## src/rtl/cluster_bus_ot_limiter.sv

```systemverilog
// Outstanding-transaction limiter and drain controller for one crossbar slave port.
// Define CLUSTER_BUS_OT_STATS_EN to add saturating AR/AW stall-cycle counters.
module cluster_bus_ot_limiter #(
    parameter int MAX_RD_OT = 8,
    parameter int MAX_WR_OT = 8,
    parameter int RD_CNT_W  = $clog2(MAX_RD_OT + 1),
    parameter int WR_CNT_W  = $clog2(MAX_WR_OT + 1)
) (
    input  logic                clk_i,
    input  logic                rst_i,
    input  logic [RD_CNT_W-1:0] rd_limit_i,
    input  logic [WR_CNT_W-1:0] wr_limit_i,
    input  logic                drain_req_i,
    output logic                drain_ack_o,
    input  logic                slv_ar_valid_i,
    output logic                slv_ar_ready_o,
    output logic                mst_ar_valid_o,
    input  logic                mst_ar_ready_i,
    input  logic                slv_aw_valid_i,
    output logic                slv_aw_ready_o,
    output logic                mst_aw_valid_o,
    input  logic                mst_aw_ready_i,
    input  logic                r_valid_i,
    input  logic                r_ready_i,
    input  logic                r_last_i,
    input  logic                b_valid_i,
    input  logic                b_ready_i,
    output logic [RD_CNT_W-1:0] rd_ot_o,
    output logic [WR_CNT_W-1:0] wr_ot_o,
`ifdef CLUSTER_BUS_OT_STATS_EN
    input  logic                stats_clr_i,
    output logic [31:0]         ar_stall_cnt_o,
    output logic [31:0]         aw_stall_cnt_o,
`endif
    output logic                err_o
);

    typedef enum logic [1:0] {
        RUN,
        DRAIN,
        DRAINED
    } state_t;

    localparam logic [RD_CNT_W-1:0] RD_MAX = RD_CNT_W'(MAX_RD_OT);
    localparam logic [WR_CNT_W-1:0] WR_MAX = WR_CNT_W'(MAX_WR_OT);

    state_t              state_q, state_d;
    logic [RD_CNT_W-1:0] rd_ot_q, rd_ot_d;
    logic [WR_CNT_W-1:0] wr_ot_q, wr_ot_d;
    logic                ar_fwd_q, aw_fwd_q;
    logic                err_q;
    logic                rd_err, wr_err;
    logic [RD_CNT_W-1:0] eff_rd_limit;
    logic [WR_CNT_W-1:0] eff_wr_limit;
    logic                allow_ar, allow_aw;
    logic                ar_hs, aw_hs, r_ret, b_ret;
    logic                idle_nxt;

    assign eff_rd_limit = (rd_limit_i > RD_MAX) ? RD_MAX : rd_limit_i;
    assign eff_wr_limit = (wr_limit_i > WR_MAX) ? WR_MAX : wr_limit_i;

    // A request already presented downstream keeps its permission until accepted.
    assign allow_ar = ar_fwd_q | ((state_q == RUN) & (rd_ot_q < eff_rd_limit));
    assign allow_aw = aw_fwd_q | ((state_q == RUN) & (wr_ot_q < eff_wr_limit));

    assign mst_ar_valid_o = slv_ar_valid_i & allow_ar;
    assign slv_ar_ready_o = mst_ar_ready_i & allow_ar;
    assign mst_aw_valid_o = slv_aw_valid_i & allow_aw;
    assign slv_aw_ready_o = mst_aw_ready_i & allow_aw;

    assign ar_hs = mst_ar_valid_o & mst_ar_ready_i;
    assign aw_hs = mst_aw_valid_o & mst_aw_ready_i;
    assign r_ret = r_valid_i & r_ready_i & r_last_i;
    assign b_ret = b_valid_i & b_ready_i;

    always_comb begin
        rd_ot_d = rd_ot_q;
        rd_err  = 1'b0;
        unique case ({ar_hs, r_ret})
            2'b10: rd_ot_d = rd_ot_q + RD_CNT_W'(1);
            2'b01: begin
                if (rd_ot_q == '0) rd_err = 1'b1;
                else rd_ot_d = rd_ot_q - RD_CNT_W'(1);
            end
            default: ;
        endcase
    end

    always_comb begin
        wr_ot_d = wr_ot_q;
        wr_err  = 1'b0;
        unique case ({aw_hs, b_ret})
            2'b10: wr_ot_d = wr_ot_q + WR_CNT_W'(1);
            2'b01: begin
                if (wr_ot_q == '0) wr_err = 1'b1;
                else wr_ot_d = wr_ot_q - WR_CNT_W'(1);
            end
            default: ;
        endcase
    end

    // Quiescent once both counts land at zero with nothing left on AR/AW.
    assign idle_nxt = (rd_ot_d == '0) & (wr_ot_d == '0) &
                      ~mst_ar_valid_o & ~mst_aw_valid_o;

    always_comb begin
        state_d = state_q;
        unique case (state_q)
            RUN: begin
                if (drain_req_i) state_d = DRAIN;
            end
            DRAIN: begin
                if (!drain_req_i) state_d = RUN;
                else if (idle_nxt) state_d = DRAINED;
            end
            DRAINED: begin
                if (!drain_req_i) state_d = RUN;
            end
            default: state_d = RUN;
        endcase
    end

    always_ff @(posedge clk_i or posedge rst_i) begin
        if (rst_i) begin
            state_q  <= RUN;
            rd_ot_q  <= '0;
            wr_ot_q  <= '0;
            ar_fwd_q <= 1'b0;
            aw_fwd_q <= 1'b0;
            err_q    <= 1'b0;
        end else begin
            state_q  <= state_d;
            rd_ot_q  <= rd_ot_d;
            wr_ot_q  <= wr_ot_d;
            ar_fwd_q <= mst_ar_valid_o & ~mst_ar_ready_i;
            aw_fwd_q <= mst_aw_valid_o & ~mst_aw_ready_i;
            err_q    <= err_q | rd_err | wr_err;
        end
    end

    assign drain_ack_o = (state_q == DRAINED);
    assign rd_ot_o     = rd_ot_q;
    assign wr_ot_o     = wr_ot_q;
    assign err_o       = err_q;

`ifdef CLUSTER_BUS_OT_STATS_EN
    logic [31:0] ar_stall_q, aw_stall_q;

    always_ff @(posedge clk_i or posedge rst_i) begin
        if (rst_i) begin
            ar_stall_q <= '0;
            aw_stall_q <= '0;
        end else if (stats_clr_i) begin
            ar_stall_q <= '0;
            aw_stall_q <= '0;
        end else begin
            if (slv_ar_valid_i && !allow_ar && ar_stall_q != '1)
                ar_stall_q <= ar_stall_q + 32'd1;
            if (slv_aw_valid_i && !allow_aw && aw_stall_q != '1)
                aw_stall_q <= aw_stall_q + 32'd1;
        end
    end

    assign ar_stall_cnt_o = ar_stall_q;
    assign aw_stall_cnt_o = aw_stall_q;
`else
    // no stall statistics in this build
`endif

endmodule

```

## config.mk

```make
export PLATFORM = sky130hd
export DESIGN_NAME = cluster_bus_ot_limiter
export DESIGN_NICKNAME = d
export VERILOG_FILES = /design/src/rtl/cluster_bus_ot_limiter.sv
export SDC_FILE = /design/constraint.sdc
export NUM_CORES = 1
export LEC_CHECK = 0
export ABC_AREA = 0
export CAP_MARGIN = 20
export CORE_UTILIZATION = 47
export DETAILED_ROUTE_END_ITERATION = 8
export GPL_ROUTABILITY_DRIVEN = 0
export PLACE_DENSITY = 0.79
export SLEW_MARGIN = 20
export SYNTH_ARGS = -nofsm -noshare
export SYNTH_HDL_FRONTEND = slang
export SYNTH_SLANG_ARGS = --single-unit
```

## constraint.sdc

```tcl
create_clock -name clk_i -period 3.5 [get_ports clk_i]
set_clock_uncertainty 0.1 [all_clocks]
set_input_delay 0.525 -clock clk_i [delete_from_list [all_inputs] [get_ports clk_i]]
set_output_delay 0.525 -clock clk_i [all_outputs]
set_load 0.005 [all_outputs]
```

## Word-level counts from Yosys, hierarchy flattened

Index checks and enable logic that the tools add are counted.

| storage, ports and cells | value |
|---|---|
| flip-flop bits (word level) | 13 |
| bits of input ports | 20 |
| output and inout bits | 14 |

| operators by class | value |
|---|---|
| add/subtract/negate cells | 4 |
| $lt $le $gt $ge | 4 |
| eq/ne operators | 9 |
| mux-type cells | 15 |
| bitwise gates (word level) | 24 |
| reductions and logical operators | 6 |

Operator list:

| operator | number |
|---|---|
| $and 1x1->1 | 16 |
| $logic_not 4->1 | 4 |
| $mux 4 | 4 |
| $pmux 4 s2 | 2 |
| $add 4x1->4 const B | 2 |
| $gt 4x4->1 const B | 2 |
| $lt 4x4->1 | 2 |
| $mux 2 | 4 |
| $sub 4x1->4 const B | 2 |
| $eq 2x1->1 const B | 3 |
| $eq 2x2->1 const B | 3 |
| $pmux 2 s3 | 1 |
| $mux 1 | 4 |
| $ne 2x2->1 const B | 2 |
| $not 1->1 | 4 |
| $or 1x1->1 | 4 |
| $ne 3x3->1 const B | 1 |
| $reduce_and 3->1 | 1 |
| $logic_not 2->1 | 1 |

## Logic depth before layout (Yosys ltp)

| depth | value |
|---|---|
| depth in word-level cells | 16 |
| depth in mapped cells | 14 |

## Least setup slack after synthesis

No wires, ideal clock.

| timing | value |
|---|---|
| path kind | input-to-reg |
| start | input port wr_limit_i[3] |
| end | register state_q[1] |
| data arrival time | 2.780 ns |
| slack | 0.552 ns |
| cell stages on the path | 12 |
| path buffers | 1 |
| cells stage by stage | or3b_1 a21o_1 a21oi_1 o21a_1 o211ai_1 ha_1 buf_2 nor2_1 mux2i_1 o21ai_1 a2111oi_4 a32o_1 |

| between the ends | value |
|---|---|
| cells in the longest elaborated chain, start to end | 15 |

Ends and longest elaborated chain:

| element | line | RTL |
|---|---|---|
| from (decl) | 12 | `input logic [WR_CNT_W-1:0] wr_limit_i,` |
| $gt 4x4->1 | 60 | `assign eff_wr_limit = (wr_limit_i > WR_MAX) ? WR_MAX : wr_limit_i;` |
| $mux 4 (*) | 60 |  |
| $lt 4x4->1 (*) | 64 | `assign allow_aw = aw_fwd_q \| ((state_q == RUN) & (wr_ot_q < eff_wr_limit));` |
| $and 1x1->1 (*) | 64 |  |
| $or 1x1->1 (*) | 64 |  |
| $and 1x1->1 (*) | 68 | `assign mst_aw_valid_o = slv_aw_valid_i & allow_aw;` |
| $and 1x1->1 | 72 | `assign aw_hs = mst_aw_valid_o & mst_aw_ready_i;` |
| $eq 2x1->1 / $eq 2x2->1 (equally long branches) | 92 | `unique case ({aw_hs, b_ret})` |
| $pmux 4 s2 | 92 |  |
| $logic_not 4->1 | 103 | `assign idle_nxt = (rd_ot_d == '0) & (wr_ot_d == '0) &` |
| $and 1x1->1 (2 in a row) | 103 |  |
| $and 1x1->1 (*) | 104 | `~mst_ar_valid_o & ~mst_aw_valid_o;` |
| $ne 3x3->1 (no source line) (*) | -- |  |
| $reduce_and 3->1 (no source line) (*) | -- |  |
| to (signal assigned) | 132 | `state_q <= state_d;` |
| to (decl) | 47 | `state_t state_q, state_d;` |

Mark *: on every way between the ends. The rest lies on a longest branch, timed or not.
A chain may end at the register's enable or synchronous reset.

## Final worst setup path

| timing | value |
|---|---|
| start | input port wr_limit_i[0] |
| end | register state_q[1] |

Same word-level chain as after synthesis.

==> impl_metrics.py <==
metrics = {
    "detailed_routing": {
        "drt-pass1-iter-count": 4,
        "drt_wl_total_mm": 3.10,
        "vias_per_cell": 5.70,
        "post-route-drc-count": 0,
        "drt_iter0_drc": 31,
        "vias": 1215,
        "ant_nets": 0,
        "routed_wire_length_per_instance_um": 14.6,
    },
    "power_and_ir_drop": {
        "sequential_cell_fraction_of_total_power_pct": 26.8,
        "pwr_density_cell_nw_per_um2": 549,
        "ir_worst_vdd_mv": 0.411,
        "p_switching_mw": 0.374,
        "internal-power_mw": 0.555,
        "power.combinational.fraction_pct": 62.8,
        "sw_frac_of_total_pct": 40.3,
        "cellLeakagePower_nw": 0.771,
        "clock_power_share_pct": 10.4,
    },
    "clocking": {
        "cts-root-to-sink-buffers": 2,
        "tritoncts.num_buffers": 3,
        "htree_num_levels": 1,
        "clockRootBuffer": "sky130_fd_sc_hd__clkbuf_4",
        "clk-insertion-delay-late_ps": 280,
        "numClockSinks": 13,
        "tritoncts_clock_tree": "built",
        "cts.reportedPaths.clkPinSlew_ps": 80,
    },
    "setup_path": {
        "critical_path_buf_inv_count": 1,
        "r2r_start": "wr_ot_o[1]",
        "cp_num_cells": 12,
        "worst-endpoint-arrival_ps": 3460,
        "setup.worst_path.end_class": "flop",
        "timing.setup.critical_path_class": "primary input to flop",
        "worstPathCellList": "clkdlybuf4s50_1 > or3b_1 > a21o_1 > a21oi_2 > o21a_1 > o211ai_1 > ha_1 > or2b_1 > o31ai_2 > o21ai_1 > nor4_2 > a32o_1",
        "critPathMaxStageDelay_ps": 460,
        "worst_ep_required_time_ps": 3620,
        "worst-r2r-setup-slack_ps": 390,
        "setup.worst_path.start_class": "primary input",
        "crit_path_top_delay_cell": "sky130_fd_sc_hd__clkdlybuf4s50_1",
        "crit-reg2reg-capture": "state_q[1]",
        "critical_path_peak_fanout": 6,
        "critical-path-top-delay-family": "compound AO/OA/AOI/OAI gates",
        "r2r_cells": 11,
    },
    "yosys": {
        "synthesis.nets": 169,
        "avgSynthCellArea_sq_um": 8.61,
        "ys_types": 41,
        "yosysWarningCount": 0,
        "portion_of_the_post_synthesis_area_used_by_sequential_elements_pct": 28.0,
        "syn_inst": 135,
        "postSynthRegisterBits": 13,
        "netlist_area_sq_um": 1160,
    },
    "grt": {
        "overflow": 0,
        "grt_antenna_before_repair": 0,
        "all_layer_global_routing_usage_pct": 25.4,
        "first_global_vias": 1120,
        "grt_first_pass_wirelength_mm": 5.12,
        "grt_start_max_net_pins": 14,
    },
    "timing": {
        "unrepaired_setup_endpoints_after_global_routing": "true",
        "final_period_minus_worst_setup_slack_ps": 3340,
        "finalHoldViolations": 0,
        "timing.max_slew.rel_slack_pct": 64.8,
        "finalWorstSetupSlack_ps": 164,
        "achievable-frequency_mhz": 300,
        "final-max-slew-violation-count": 0,
        "worst_pin_slew_ps": 527,
        "setup_viol_count_final": 0,
        "finalCritPeriodShare_pct": 95.3,
    },
    "floorplan": {
        "initial_core_util_pct": 51.1,
        "floorplan.die_area_sq_um": 2680,
        "chip_height_um": 51.7,
        "top_level_ports": 34,
        "floorplan.rows": 17,
        "floorplan.die.width_um": 51.7,
        "core_sq_um": 2280,
    },
    "layout": {
        "final_cells": 213,
        "nNetsFinal": 220,
        "layout-drive-gt1-share_pct": 15.7,
        "final_cell_area_sq_um": 1690,
        "area_growth_syn_to_layout_pct": 45.5,
        "diodes_inserted": 0,
    },
    "min_path": {
        "timing.hold.worst.class": "flop to flop",
        "hold_path_depth": 1,
        "holdCritStartpoint": "err_o",
        "min_delay_endpoint": "err_o",
    },
    "placement": {
        "dp_hpwl_mm": 2.45,
        "port-buffer-count": 33,
        "placed_cells_incl_taps": 207,
        "placedInstanceArea_sq_um": 1610,
        "pre_cts_slack_ps": -202,
    },
    "outcome": {
        "outcome": "finished, final reports clean",
    },
    "flow_run": {
        "number_of_maximum_capacitance_violations": 0,
    },
}
## worst max-delay path by stage
stage | end | from | slack (ps)
after floorplan | state_q[1] | wr_limit_i[3] | 550
after global placement | state_q[1] | rd_limit_i[3] | -110
after detailed placement | state_q[1] | rd_limit_i[3] | -200
after CTS | state_q[1] | rd_limit_i[3] | 90
after global routing | state_q[1] | wr_limit_i[0] | -3
final | state_q[1] | wr_limit_i[0] | 160
## synth_stat cells
library cell,number,area (sq um)
sky130_fd_sc_hd__a2111oi_4,1,27.5
sky130_fd_sc_hd__a21boi_0,1,7.51
sky130_fd_sc_hd__a21o_1,1,7.51
sky130_fd_sc_hd__a21oi_1,6,30.0
sky130_fd_sc_hd__a31o_2,1,8.76
sky130_fd_sc_hd__a31oi_1,2,12.5
sky130_fd_sc_hd__a32o_1,2,20.0
sky130_fd_sc_hd__a32oi_1,1,8.76
sky130_fd_sc_hd__and2_1,1,6.26
sky130_fd_sc_hd__and2b_1,1,7.51
sky130_fd_sc_hd__and3b_1,1,8.76
sky130_fd_sc_hd__and4bb_2,1,12.5
sky130_fd_sc_hd__buf_2,1,5.00
sky130_fd_sc_hd__dfrtp_1,13,325
sky130_fd_sc_hd__ha_1,14,175
sky130_fd_sc_hd__inv_1,16,60.1
sky130_fd_sc_hd__mux2i_1,3,30.0
sky130_fd_sc_hd__nand2_1,10,37.5
sky130_fd_sc_hd__nand2b_1,2,12.5
sky130_fd_sc_hd__nand3_1,4,20.0
sky130_fd_sc_hd__nand3b_1,1,7.51
sky130_fd_sc_hd__nor2_1,7,26.3
sky130_fd_sc_hd__nor2b_1,5,31.3
sky130_fd_sc_hd__nor3_1,5,25.0
sky130_fd_sc_hd__nor4_1,1,6.26
sky130_fd_sc_hd__nor4b_1,2,17.5
sky130_fd_sc_hd__nor4bb_1,1,10.0
sky130_fd_sc_hd__o2111a_1,1,11.3
sky130_fd_sc_hd__o211ai_1,2,15.0
sky130_fd_sc_hd__o21a_1,2,15.0
sky130_fd_sc_hd__o21ai_0,9,45.0
sky130_fd_sc_hd__o21ai_1,2,10.0
sky130_fd_sc_hd__o21bai_1,1,7.51
sky130_fd_sc_hd__o221ai_1,1,8.76
sky130_fd_sc_hd__o31a_1,1,8.76
sky130_fd_sc_hd__o31ai_1,5,37.5
sky130_fd_sc_hd__or2_2,1,6.26
sky130_fd_sc_hd__or2b_1,1,7.51
sky130_fd_sc_hd__or3_1,1,6.26
sky130_fd_sc_hd__or3b_1,3,26.3
sky130_fd_sc_hd__or4b_1,1,10.0
## through the flow
| stage | TNS (ps) | util, % | hold WS, ps | power, mW |
|---|---|---|---|---|
| floorplan | 0 | - | 302 | 0.553 |
| finish | 0 | 74.3 | 404 | 0.929 |
| detailed placement | -386 | 70.9 | 395 | 0.790 |
| global placement | -210 | 70.9 | 352 | 0.769 |
| global route | -3.41 | 74.3 | 443 | 1.00 |
| CTS | 0 | 72.0 | 414 | 0.890 |
## per-layer routing
layer  share of wire (%)  wire length [um]  up-vias  GRT usage [%]
met5                   0                 0        -              0
li1                    -                 -      593              -
met1                  44              1370      569           34.6
met2                  49              1510       49           41.1
met4                 1.6                49        0           3.60
met3                 5.6               173        4           6.43
## what timing repair did
action,4_1_cts,5_1_grt
buffers inserted,0,2
hold endpoints to repair,0,0
resized for setup,0,12
hold buffers,0,0
setup endpoints to repair,0,3
## final cells by class
type / count / area, sq um
multi-input cells: 105 / 807
clock buffers: 4 / 26.3
fillers: 174 / 584
inverters: 16 / 60.1
well taps: 28 / 35.0
flip-flops and latches: 13 / 325
repair buffers: 47 / 438
## sequential cells by signal, indices dropped and copies added, names as in the netlist
name and cells:
aw_fwd_q 1, rd_ot_o 4, wr_ot_o 4, ar_fwd_q 1, err_o 1, state_q 2
## cells by family after synthesis
group,after synthesis,share of synthesized area (%)
and+or+nand+nor,49,24.5
AOI/OAI and AO/OA,39,24.2
buffers and inverters,17,5.60
adders and majority gates,14,15.1
DFF,13,28.0
muxes,3,2.58
## power groups by stage
stage / Clock [mW] / Combinational (mW) / Sequential (mW)
2_1_floorplan: 0 / 0.316 / 0.237
3_3_place_gp: 0 / 0.522 / 0.247
3_5_place_dp: 0 / 0.541 / 0.248
4_1_cts: 0.101 / 0.544 / 0.245
5_1_grt: 0.109 / 0.638 / 0.256
6_report: 0.0969 / 0.583 / 0.249
## cells in the final DEF (no fill, tap or decap), types with 6 or more instances in the layout
| cell type | count |
|---|---|
| sky130_fd_sc_hd__nand2_1 | 10 |
| sky130_fd_sc_hd__buf_4 | 14 |
| sky130_fd_sc_hd__o21ai_0 | 6 |
| sky130_fd_sc_hd__ha_1 | 13 |
| sky130_fd_sc_hd__nor2_1 | 7 |
| sky130_fd_sc_hd__clkdlybuf4s50_1 | 32 |
| sky130_fd_sc_hd__dfrtp_1 | 13 |
| sky130_fd_sc_hd__inv_1 | 15 |
Note: power is estimated with default switching activity, not from simulation.
